==> src/rtl/pmu_quota_sched.sv <==
// rtl/pmu_quota_sched.sv - periodic quota scheduler: flush, settle, then throttle cores on quota overrun
module pmu_quota_sched #(
  parameter int N_CORES       = 4,
  parameter int REG_WIDTH     = 32,
  parameter int SETTLE_CYCLES = 10
) (
  input  logic                 clk_i,
  input  logic                 rstn_i,
  input  logic                 softrst_i,
  input  logic                 enable_i,
  input  logic [REG_WIDTH-1:0] period_i,
  input  logic [N_CORES-1:0]   intr_quota_i,
  input  logic [N_CORES-1:0]   ack_i,
  output logic                 counters_softrst_o,
  output logic [N_CORES-1:0]   throttle_o,
  output logic [N_CORES-1:0]   overrun_o,
  output logic                 intr_o,
  output logic [15:0]          epoch_o,
  output logic [REG_WIDTH-1:0] period_cnt_o
);

  typedef enum logic [1:0] {IDLE, FLUSH, SETTLE, RUN} state_t;

  localparam logic [REG_WIDTH-1:0] CNT_ONE    = {{(REG_WIDTH-1){1'b0}}, 1'b1};
  localparam logic [REG_WIDTH-1:0] SETTLE_END = REG_WIDTH'(SETTLE_CYCLES);

  state_t               state_q, state_d;
  logic [REG_WIDTH-1:0] cnt_q, cnt_d;
  logic [N_CORES-1:0]   throttle_q, throttle_d;
  logic [N_CORES-1:0]   overrun_q, overrun_d;
  logic [15:0]          epoch_q, epoch_d;
  logic                 active;
  logic                 period_done;
  logic                 settle_done;

  assign active      = enable_i && (period_i != '0);
  // cnt+1 >= period avoids the underflow of period-1 and catches a live decrease below cnt
  assign period_done = ({1'b0, cnt_q} + {1'b0, CNT_ONE}) >= {1'b0, period_i};
  assign settle_done = (cnt_q == SETTLE_END);

  always_comb begin
    state_d    = state_q;
    cnt_d      = cnt_q;
    throttle_d = throttle_q;
    overrun_d  = overrun_q & ~ack_i;
    epoch_d    = epoch_q;
    case (state_q)
      IDLE: begin
        cnt_d      = '0;
        throttle_d = '0;
        if (active) state_d = FLUSH;
      end
      FLUSH: begin
        cnt_d      = cnt_q + CNT_ONE;
        throttle_d = '0;
        state_d    = SETTLE;
      end
      SETTLE: begin
        cnt_d = cnt_q + CNT_ONE;
        if (settle_done) state_d = RUN;
      end
      RUN: begin
        overrun_d = (overrun_q & ~ack_i) | intr_quota_i;
        if (period_done) begin
          state_d    = FLUSH;
          cnt_d      = '0;
          throttle_d = '0;
          epoch_d    = epoch_q + 16'd1;
        end else begin
          cnt_d      = cnt_q + CNT_ONE;
          throttle_d = throttle_q | intr_quota_i;
        end
      end
      default: state_d = IDLE;
    endcase
    // Losing enable or period aborts the schedule but keeps the overrun history and epoch
    if (state_q != IDLE && !active) begin
      state_d    = IDLE;
      cnt_d      = '0;
      throttle_d = '0;
      overrun_d  = overrun_q & ~ack_i;
      epoch_d    = epoch_q;
    end
  end

  always_ff @(posedge clk_i or negedge rstn_i) begin
    if (!rstn_i) begin
      state_q    <= IDLE;
      cnt_q      <= '0;
      throttle_q <= '0;
      overrun_q  <= '0;
      epoch_q    <= '0;
    end else if (softrst_i) begin
      state_q    <= IDLE;
      cnt_q      <= '0;
      throttle_q <= '0;
      overrun_q  <= '0;
      epoch_q    <= '0;
    end else begin
      state_q    <= state_d;
      cnt_q      <= cnt_d;
      throttle_q <= throttle_d;
      overrun_q  <= overrun_d;
      epoch_q    <= epoch_d;
    end
  end

  assign counters_softrst_o = (state_q == FLUSH);
  assign throttle_o         = throttle_q;
  assign overrun_o          = overrun_q;
  assign intr_o             = |overrun_q;
  assign epoch_o            = epoch_q;
  assign period_cnt_o       = cnt_q;

endmodule
==> config.mk <==
export PLATFORM = sky130hd
export DESIGN_NAME = pmu_quota_sched
export DESIGN_NICKNAME = d
export VERILOG_FILES = /design/src/rtl/pmu_quota_sched.sv
export SDC_FILE = /design/constraint.sdc
export NUM_CORES = 1
export LEC_CHECK = 0
export BUFFER_PORTS_ARGS = -buffer_cell sky130_fd_sc_hd__buf_2
export CAP_MARGIN = 10
export CORE_MARGIN = 1
export CORE_UTILIZATION = 60
export CTS_BUF_LIST = sky130_fd_sc_hd__clkbuf_2 sky130_fd_sc_hd__clkbuf_4 sky130_fd_sc_hd__clkbuf_8
export DETAILED_ROUTE_END_ITERATION = 8
export PLACE_DENSITY = 0.85
export SLEW_MARGIN = 10
export SYNTH_ARGS = -nofsm -noshare
export SYNTH_HDL_FRONTEND = slang
export SYNTH_SLANG_ARGS = --single-unit
==> constraint.sdc <==
create_clock -name clk_i -period 13.2 [get_ports clk_i]
set_clock_uncertainty 0.15 [all_clocks]
set_input_delay 1.98 -clock clk_i [delete_from_list [all_inputs] [get_ports clk_i]]
set_output_delay 1.98 -clock clk_i [all_outputs]
set_load 0.005 [all_outputs]
# Word level (Yosys, flattened, before mapping)
# Cells that the tools add are included.
# classes
add_sub_neg,3
order_cmp,1
eq_ne,8
muxes,21
n_bitwise,4
n_reduce_logical,14
# ops
operator,n
two-way mux 32 bit,3
case mux 32 bit (3 select lines),1
two-way mux 16 bit,4
"adder 32 x 1 -> 33 bit, second input constant",1
greater-or-equal comparator 33 x 32 -> 1 bit,1
"adder 32 x 1 -> 32 bit, second input constant",1
"== test 32 x 4 -> 1 bit, second input constant",1
nonzero test 32 bit,1
two-way mux 4 bit,6
"adder 16 x 1 -> 16 bit, second input constant",1
"inequality test 4 bit, second input constant",3
two-way mux 2 bit,5
bitwise OR 4 bit,2
case mux 2 bit (4 select lines),1
case mux 4 bit (2 select lines),1
AND reduction 3 bit,2
nonzero test 2 bit,3
bitwise AND 4 bit,1
"== test 2 bit, second input constant",2
NOT 4 bit,1
nonzero test 4 bit,1
OR reduction 2 bit,2
OR reduction 4 bit,1
"== test 2 x 1 -> 1 bit, second input constant",1
4 further kinds,5
# word_totals
ff_bits,58
input_bits,44
output_inout_bits,58
word_cells,56

# Logic depth before layout (Yosys ltp)
# Gate-level depths: netlist (run 1).
# depth
word_depth,6
mapped_depth,16
depth_no_buf,14

# Least setup slack after synthesis (run 1)
# OpenSTA, ideal clock, no wires.
# synth_timing
path_type,input to register
from,input port period_i[29]
to,"register epoch_q[5], in the netlist epoch_o[5]"
setup_ns,0.125
arrival_time_ns,4.175
required_time_ns,12.925
slack_ns,8.751
stages,10
n_path_buf,1
cell_sequence,inv_1 -> ha_1 -> nand4_1 -> or4_1 -> nand3b_4 -> o22ai_2 -> o31ai_1 -> buf_2 -> nor3_1 -> mux2_2
# synth_via
elab_chain_len,6
elab_cells_between_ends,8
cone_classes,order compare (1); eq/ne (1); reduce/logical (6)
# synth_lines
item,line_no,rtl
"start, declared",11,"input logic [REG_WIDTH-1:0] period_i,"
"parallel branches: the longest is 5 deep, another holds greater-or-equal comparator 33 x 32 -> 1 bit",--,
AND reduction 3 bit (no source line) (*),--,
"end signal, assigned",104,epoch_q <= epoch_d;
"end, declared",31,"logic [15:0] epoch_q, epoch_d;"
# Mark *: on every way between the ends.
# A chain may end at the register's enable or synchronous reset.

# Worst setup path after layout (run 1)
# layout_timing
from,"register cnt_q[6], in the netlist period_cnt_o[6]"
to,"register epoch_q[5], in the netlist epoch_o[5]"
# layout_via
elab_chain_len,4
# layout_lines
item,line_no,rtl
"start, declared",28,"logic [REG_WIDTH-1:0] cnt_q, cnt_d;"
"start signal, assigned",101,cnt_q <= cnt_d;
adder 32 x 1 -> 33 bit,38,"assign period_done = ({1'b0, cnt_q} + {1'b0, CNT_ONE}) >= {1'b0, period_i};"
greater-or-equal comparator 33 x 32 -> 1 bit,38,
nonzero test 2 bit (no source line),--,
AND reduction 3 bit (no source line),--,
# No other way between the ends.

==> impl_metrics.yaml, run 1 <==
die:
  start_util: 0.628
  coreArea_mm2: 0.00642
  die-area_mm2: 0.00706
  rows: 29
  io_pins: 102
  die_h_um: 84.0
  die_w_um: 84.0
finish:
  multi_input_area_mm2: 0.00239
  syn_to_final_growth_pct: 20.4
  layout_common_cells: "buf_2 (101), dfrtp_1 (58), inv_1 (45), ha_1 (40), and3_1 (34)"
  final_common_cell: "buf_2"
  n_antenna_cell: 0
  drive_gt1_frac: 0.258
  nets: 640
  seqCellArea_mm2: 0.00145
  fillCellCount: 457
clock_network:
  cts_resized: 0
  clock_sinks: 58
  hold_buffers: 0
  cts_root_buffer: "clkbuf_8"
  cts_buffers: 9
  cts_tree: "done"
  path_clk_slew_ns: 0.07
  cts_buffer_depth: 2
  ctsHtreeMaxLevel: 3
  cts_setup_buffers: 0
  clock_latency_ns: 0.34
drt:
  postRouteAntennaNets: 0
  num_vias: 3858
  via_per_inst: 6.05
  routedWlPerCell_um: 16.6
  firstDrtPassIters: 7
  first_iter_violations: 228
  wl_um: 10600
  drc_errors: 12
logic_synthesis:
  synth_ff_type: "dfrtp_1"
  ys_seq_area_frac: 0.360
  synth_top_family_by_area: "simple AND/OR/NAND/NOR gates"
  syn_area_mm2: 0.00404
  synth_edf_count: 0
  ys_warn_count: 0
  synthesis.instances: 449
  yosys.cell_types.count: 48
  postSynthAreaPerCell_um2: 8.99
  yosys.area_share.simple: 0.279
  synthMuxAreaShare: 0.0276
  syn_nets: 533
  async_reset_ff_frac: 1.00
  synth_compound_area_frac: 0.0936
  synth_xor_area_frac: 0.0651
  synthAdderAreaFrac: 0.124
  ys_seq_elements: 58
global_route:
  grt_pass1_wl_um: 17700
  grt_overflow: 0
  grt.met2_usage: 0.510
  grt_busiest_layer: "met2"
  antenna_found_initial: 0
  met1_usage: 0.421
  grt_pass1_vias: 3767
  grt_util_all_layers: 0.317
  grt_use_met3: 0.0653
  grt_max_degree: 59
timing:
  setup_violations: 0
  finalCritPeriodShare: 0.371
  clock.fmax_ghz: 0.204
  min_period_ns: 4.89
  slew_headroom: 0.218
  rsz0062_at_grt: "false"
  hold_violations: 0
  report.final.slew_viol_count: 0
  tns_ns: 0
  tightest_slew_ns: 1.17
power:
  power_uw: 487
  ir_worst_vdd_uv: 84.3
  p_per_area_mw_per_mm2: 100
  p_leak_uw: 0.00270
critical_path:
  crit_type: "register to register"
  cp.arrival_ns: 4.97
  rrSetupSlack_ns: 8.31
  reg2reg_depth: 14
  timing.rr.end: "epoch_o[5]"
  cp-start-kind: "register"
  r2r-start: "period_cnt_o[6]"
  cp-endpoint: "epoch_o[5]"
  worst-path-max-fanout: 20
  worstSetupStartpoint: "period_cnt_o[6]"
  cp-end-kind: "register"
  crit_required_ns: 13.28
hold_path:
  min_path_type: "register to register"
  min_path_cells: 2
outcome:
  status: "complete, but fails checks"
  violations: "DRC"
place:
  io_buffer_count: 101
  place.gp.congestion: 0.922
  dp_hpwl_um: 7640
job:
  maxCapViolations: 0
-- how the worst min path moves through the flow --
| stage | from | end | slack (ns) |
|---|---|---|---|
| 2_1_floorplan | period_cnt_o[0] | period_cnt_o[0] | 0.38 |
| 3_3_place_gp | throttle_o[1] | throttle_o[1] | 0.40 |
| 3_5_place_dp | epoch_o[9] | epoch_o[9] | 0.42 |
| 4_1_cts | epoch_o[9] | epoch_o[9] | 0.43 |
| 5_1_grt | throttle_o[1] | throttle_o[1] | 0.46 |
| 6_report | epoch_o[9] | epoch_o[9] | 0.44 |
-- report_power, final --
group	switching (uW)	leakage (uW)	total [uW]	internal, uW
clock network	76.9	0.000114	187	110
logic	74.0	0.00177	112	38.4
registers	5.54	0.000808	188	182
total	156	0.00270	487	331
-- through the flow --
stage,worst slack [ns],instance area (um^2),cells,util,hold WS (ns)
floorplan,8.75,4040,449,-,0.381
global placement,8.12,4640,622,0.723,0.404
detailed placement,8.02,4640,622,0.723,0.419
CTS,8.31,4860,638,0.757,0.431
global route,7.90,4860,638,0.757,0.457
finish,8.31,4860,638,0.757,0.438
-- sequential cells by signal, summed over array words and instances (netlist names) --
name          cells
overrun_o         4
period_cnt_o     32
throttle_o        4
state_q           2
epoch_o          16
-- final cells by class --
class | count | share of cell area
flip-flops and latches | 58 | 0.299
clock inverters | 5 | 0.0162
multi-input cells | 337 | 0.492
repair buffers | 105 | 0.110
well taps | 77 | 0.0198
clock buffers | 11 | 0.0286
inverters | 45 | 0.0348
-- logic make-up (layout without fill, tap and decap cells) --
logic type,Yosys count,count (layout)
mux,10,10
buf+inv,54,166
xor+xnor,30,30
compound gates,57,57
flops,58,58
fa+ha+maj,40,40
simple gates,200,200
-- synth_stat cells, types with 2 or more instances --
cell type | n | share of area
dfrtp_1 | 58 | 0.36
inv_1 | 45 | 0.042
ha_1 | 40 | 0.12
and3_1 | 34 | 0.053
nor2_1 | 30 | 0.028
nand2_1 | 28 | 0.026
xnor2_1 | 23 | 0.050
a21oi_1 | 22 | 0.027
nor2b_1 | 20 | 0.031
nand3_1 | 19 | 0.024
nand4_1 | 18 | 0.028
nor4_1 | 16 | 0.025
nor3_1 | 10 | 0.012
o21ai_0 | 9 | 0.011
clkbuf_1 | 7 | 0.0065
mux2_2 | 7 | 0.020
xor2_1 | 7 | 0.015
or3_1 | 6 | 0.0093
a31o_2 | 5 | 0.011
and2_1 | 5 | 0.0077
and4_1 | 3 | 0.0065
o211ai_1 | 3 | 0.0056
o31ai_1 | 3 | 0.0056
a211oi_1 | 2 | 0.0037
buf_2 | 2 | 0.0025
mux2_1 | 2 | 0.0056
nor4b_1 | 2 | 0.0043
or2_2 | 2 | 0.0031
or4_1 | 2 | 0.0037
-- per-layer routing --
metal	wire length, um	part of all wire
met2	5120	0.48
met4	259	0.024
met3	771	0.073
met5	0	0
met1	4460	0.42
-- critical path, cell delays in order, from the launching register on --
cell,delay [ns]
dfrtp_1,0.49
nand4_1,0.23
nor3_1,0.37
nand3_1,0.27
nor3_2,0.43
nand2_1,0.12
xnor2_1,0.16
ha_1,0.32
nand4_1,0.19
or4_1,0.63
nand3b_4,0.20
o22ai_2,0.31
o31ai_2,0.31
nor3_1,0.24
mux2_2,0.36
Note: power is estimated with default switching activity, not from simulation.
==> run 2: changes to the inputs <==
--- a/config.mk
+++ b/config.mk
@@ -5,13 +5,14 @@
 export SDC_FILE = /design/constraint.sdc
 export NUM_CORES = 1
 export LEC_CHECK = 0
+export ABC_AREA = 1
 export BUFFER_PORTS_ARGS = -buffer_cell sky130_fd_sc_hd__buf_2
 export CAP_MARGIN = 10
 export CORE_MARGIN = 1
-export CORE_UTILIZATION = 60
+export CORE_UTILIZATION = 51
 export CTS_BUF_LIST = sky130_fd_sc_hd__clkbuf_2 sky130_fd_sc_hd__clkbuf_4 sky130_fd_sc_hd__clkbuf_8
 export DETAILED_ROUTE_END_ITERATION = 8
-export PLACE_DENSITY = 0.85
+export PLACE_DENSITY = 0.75
 export SLEW_MARGIN = 10
 export SYNTH_ARGS = -nofsm -noshare
 export SYNTH_HDL_FRONTEND = slang
==> constraint.sdc (replaced) <==
create_clock -name clk_i -period 4.4 [get_ports clk_i]
set_clock_uncertainty 0.15 [all_clocks]
set_input_delay 0.66 -clock clk_i [delete_from_list [all_inputs] [get_ports clk_i]]
set_output_delay 0.66 -clock clk_i [all_outputs]
set_load 0.005 [all_outputs]
==> run 2 against run 1 <==
Net effect:
- the run now ends clean
- worst hold slack got worse by 0.25 ns
- sequential share of layout area decreased by 2.1 points
- clock-buffer cell count unchanged
- maximum frequency increased by 23%
==> impl_metrics.yaml, run 2 <==
die:
  die-area_mm2: 0.00915
  rows: 33
  io_pins: 102
  die_w_um: 95.7
  die_h_um: 95.7
  start_util: 0.536
  coreArea_mm2: 0.00834
logic_synthesis:
  ys_seq_area_frac: 0.324
  synthTopCellsByCount: "nand2_1 (142), inv_1 (126), nor2_1 (101), dfrtp_1 (58), ha_1 (40)"
  yosys.cell_count.top_type: "nand2_1"
  synth_ff_type: "dfrtp_1"
  synth_edf_count: 0
  async_reset_ff_frac: 1.00
  ys_top_cells_by_area: "dfrtp_1 (32%), nand2_1 (12%), ha_1 (11%)"
  ys_seq_elements: 58
  postSynthAreaPerCell_um2: 6.95
  ys_warn_count: 0
  synth_largest_area_cell: "dfrtp_1"
  syn_area_mm2: 0.00447
  syn_nets: 728
  synthesis.instances: 644
  yosys.cell_types.count: 32
  synth_top_area_share: 0.324
clock_network:
  cts_tree: "done"
  cts_setup_buffers: 0
  cts_resized: 0
  clock_sinks: 58
  cts_buffers: 9
  cts_buffer_depth: 2
  cts_root_buffer: "clkbuf_8"
  clock_latency_ns: 0.33
  ctsHtreeMaxLevel: 3
  hold_buffers: 0
  path_clk_slew_ns: 0.07
power:
  intPower_uw: 838
  power_frac_seq: 0.468
  ir_worst_vdd_uv: 184
  pwr-share-clk: 0.346
  p_leak_uw: 0.00305
  power.switching_uw: 379
  power_frac_comb: 0.186
  swShare: 0.312
  p_per_area_mw_per_mm2: 233
global_route:
  grt_pass1_vias: 4170
  grt_use_met3: 0.0447
  antenna_found_initial: 0
  grt_busiest_layer: "met2"
  grt_pass1_wl_um: 18300
  met1_usage: 0.312
  grt_util_all_layers: 0.259
  grt_overflow: 0
  grt_max_degree: 33
  grt.met2_usage: 0.454
hold_path:
  min_path_type: "input port to async pin"
outcome:
  status: "complete, no violations"
finish:
  post-route-util: 0.627
  drive_gt1_frac: 0.186
  n_antenna_cell: 0
  syn_to_final_growth_pct: 16.9
  layout_common_cells: "nand2_1 (142), inv_1 (126), nor2_1 (101), buf_2 (101), dfrtp_1 (58)"
  nets: 834
  final_common_cell: "nand2_1"
  largest_reg_flops: 32
  fillCellCount: 773
place:
  dp_hpwl_um: 8960
  io_buffer_count: 101
  place.gp.congestion: 0.882
critical_path:
  worst-path-max-fanout: 20
  r2r-start: "period_cnt_o[0]"
  timing.rr.end: "epoch_o[6]"
  cp-start-kind: "register"
  cp-end-kind: "register"
  crit_required_ns: 4.47
  reg2reg_depth: 22
  cp-endpoint: "epoch_o[6]"
  rrSetupSlack_ns: 0.43
  cp.arrival_ns: 4.04
  crit_type: "register to register"
  worstSetupStartpoint: "period_cnt_o[0]"
timing:
  report.final.slew_viol_count: 0
  slew_headroom: 0.573
  setup_violations: 0
  finalCritPeriodShare: 0.902
  clock.fmax_ghz: 0.252
  min_period_ns: 3.97
  hold_violations: 0
  tns_ns: 0
  tightest_slew_ns: 0.635
  rsz0062_at_grt: "false"
drt:
  num_vias: 4379
  drc_errors: 0
  firstDrtPassIters: 4
  routedWlPerCell_um: 13.0
  via_per_inst: 5.10
  wl_um: 11200
  postRouteAntennaNets: 0
  first_iter_violations: 147
job:
  maxCapViolations: 0
==> run 2: worst min path at each step <==
| stage | start | endpoint | slack (ns) | depth (start not counted) |
|---|---|---|---|---|
| after global routing | rstn_i | period_cnt_o[18] | 0.24 | 1 |
| after global placement | period_cnt_o[0] | period_cnt_o[0] | 0.36 | 1 |
| after CTS | rstn_i | period_cnt_o[18] | 0.21 | 1 |
| after detailed placement | throttle_o[0] | throttle_o[0] | 0.37 | 2 |
| after floorplan | rstn_i | epoch_o[0] | 0.21 | 0 |
| final | rstn_i | period_cnt_o[18] | 0.19 | 1 |
==> run 2: kinds of logic (layout without fill, tap and decap cells) <==
group	count (synthesis)	count (layout)	share of synthesized area
simple gates	327	327	0.317
flops	58	58	0.324
fa+ha+maj	40	40	0.112
buf+inv	137	247	0.120
compound gates	43	43	0.0509
xor+xnor	39	39	0.0763
==> run 2: area by class of cell <==
| type | instances | area [um^2] | area share |
|---|---|---|---|
| Clock inverter | 4 | 20.0 | 0.00383 |
| Sequential cell | 58 | 1450 | 0.277 |
| Tap cell | 105 | 131 | 0.0251 |
| Timing Repair Buffer | 103 | 520 | 0.0995 |
| Clock buffer | 11 | 139 | 0.0265 |
| Multi-Input combinational cell | 449 | 2490 | 0.475 |
| Inverter | 129 | 484 | 0.0925 |
==> run 2: layer usage <==
metal	wire length (um)	share of wire
met1	4750	0.43
met2	5610	0.50
met3	545	0.049
met4	274	0.025
met5	0	0
==> run 2: per-stage QoR <==
| stage | cell area [um^2] | instances | total power (uW) | hold WS, ns | setup WS (ns) |
|---|---|---|---|---|---|
| after detailed placement | 5070 | 844 | 805 | 0.370 | 0.438 |
| after global placement | 5070 | 844 | 789 | 0.359 | 0.577 |
| after floorplan | 4470 | 644 | 714 | 0.214 | 0.938 |
| after global routing | 5230 | 859 | 1280 | 0.239 | 0.0369 |
| final | 5230 | 859 | 1220 | 0.189 | 0.431 |
| after CTS | 5230 | 859 | 1220 | 0.207 | 0.422 |
==> run 2: power by group through the flow <==
| stage | registers, uW | clock network (uW) | logic, uW |
|---|---|---|---|
| finish | 569 | 421 | 227 |
| global route | 570 | 455 | 258 |
| CTS | 568 | 426 | 227 |
| detailed placement | 578 | 0 | 227 |
| global placement | 576 | 0 | 213 |
| floorplan | 575 | 0 | 139 |
==> run 2: critical path, stage by stage (launching register included) <==
cell and delay, ns:
dfrtp_1 0.43, ha_1 0.21, nand2_2 0.09, nor2_4 0.10, nand2_2 0.10, nor2_4 0.19
nand2_1 0.12, nor3_2 0.16, nand4_1 0.16, nor2_1 0.15, xor2_1 0.20, inv_1 0.07
ha_1 0.29, nand2_1 0.07, nor3_1 0.22, nand3_2 0.10, or2b_4 0.27, nand3_2 0.08
nand2_1 0.06, nand2_2 0.28, inv_2 0.19, nand2_1 0.10, nand2_1 0.05
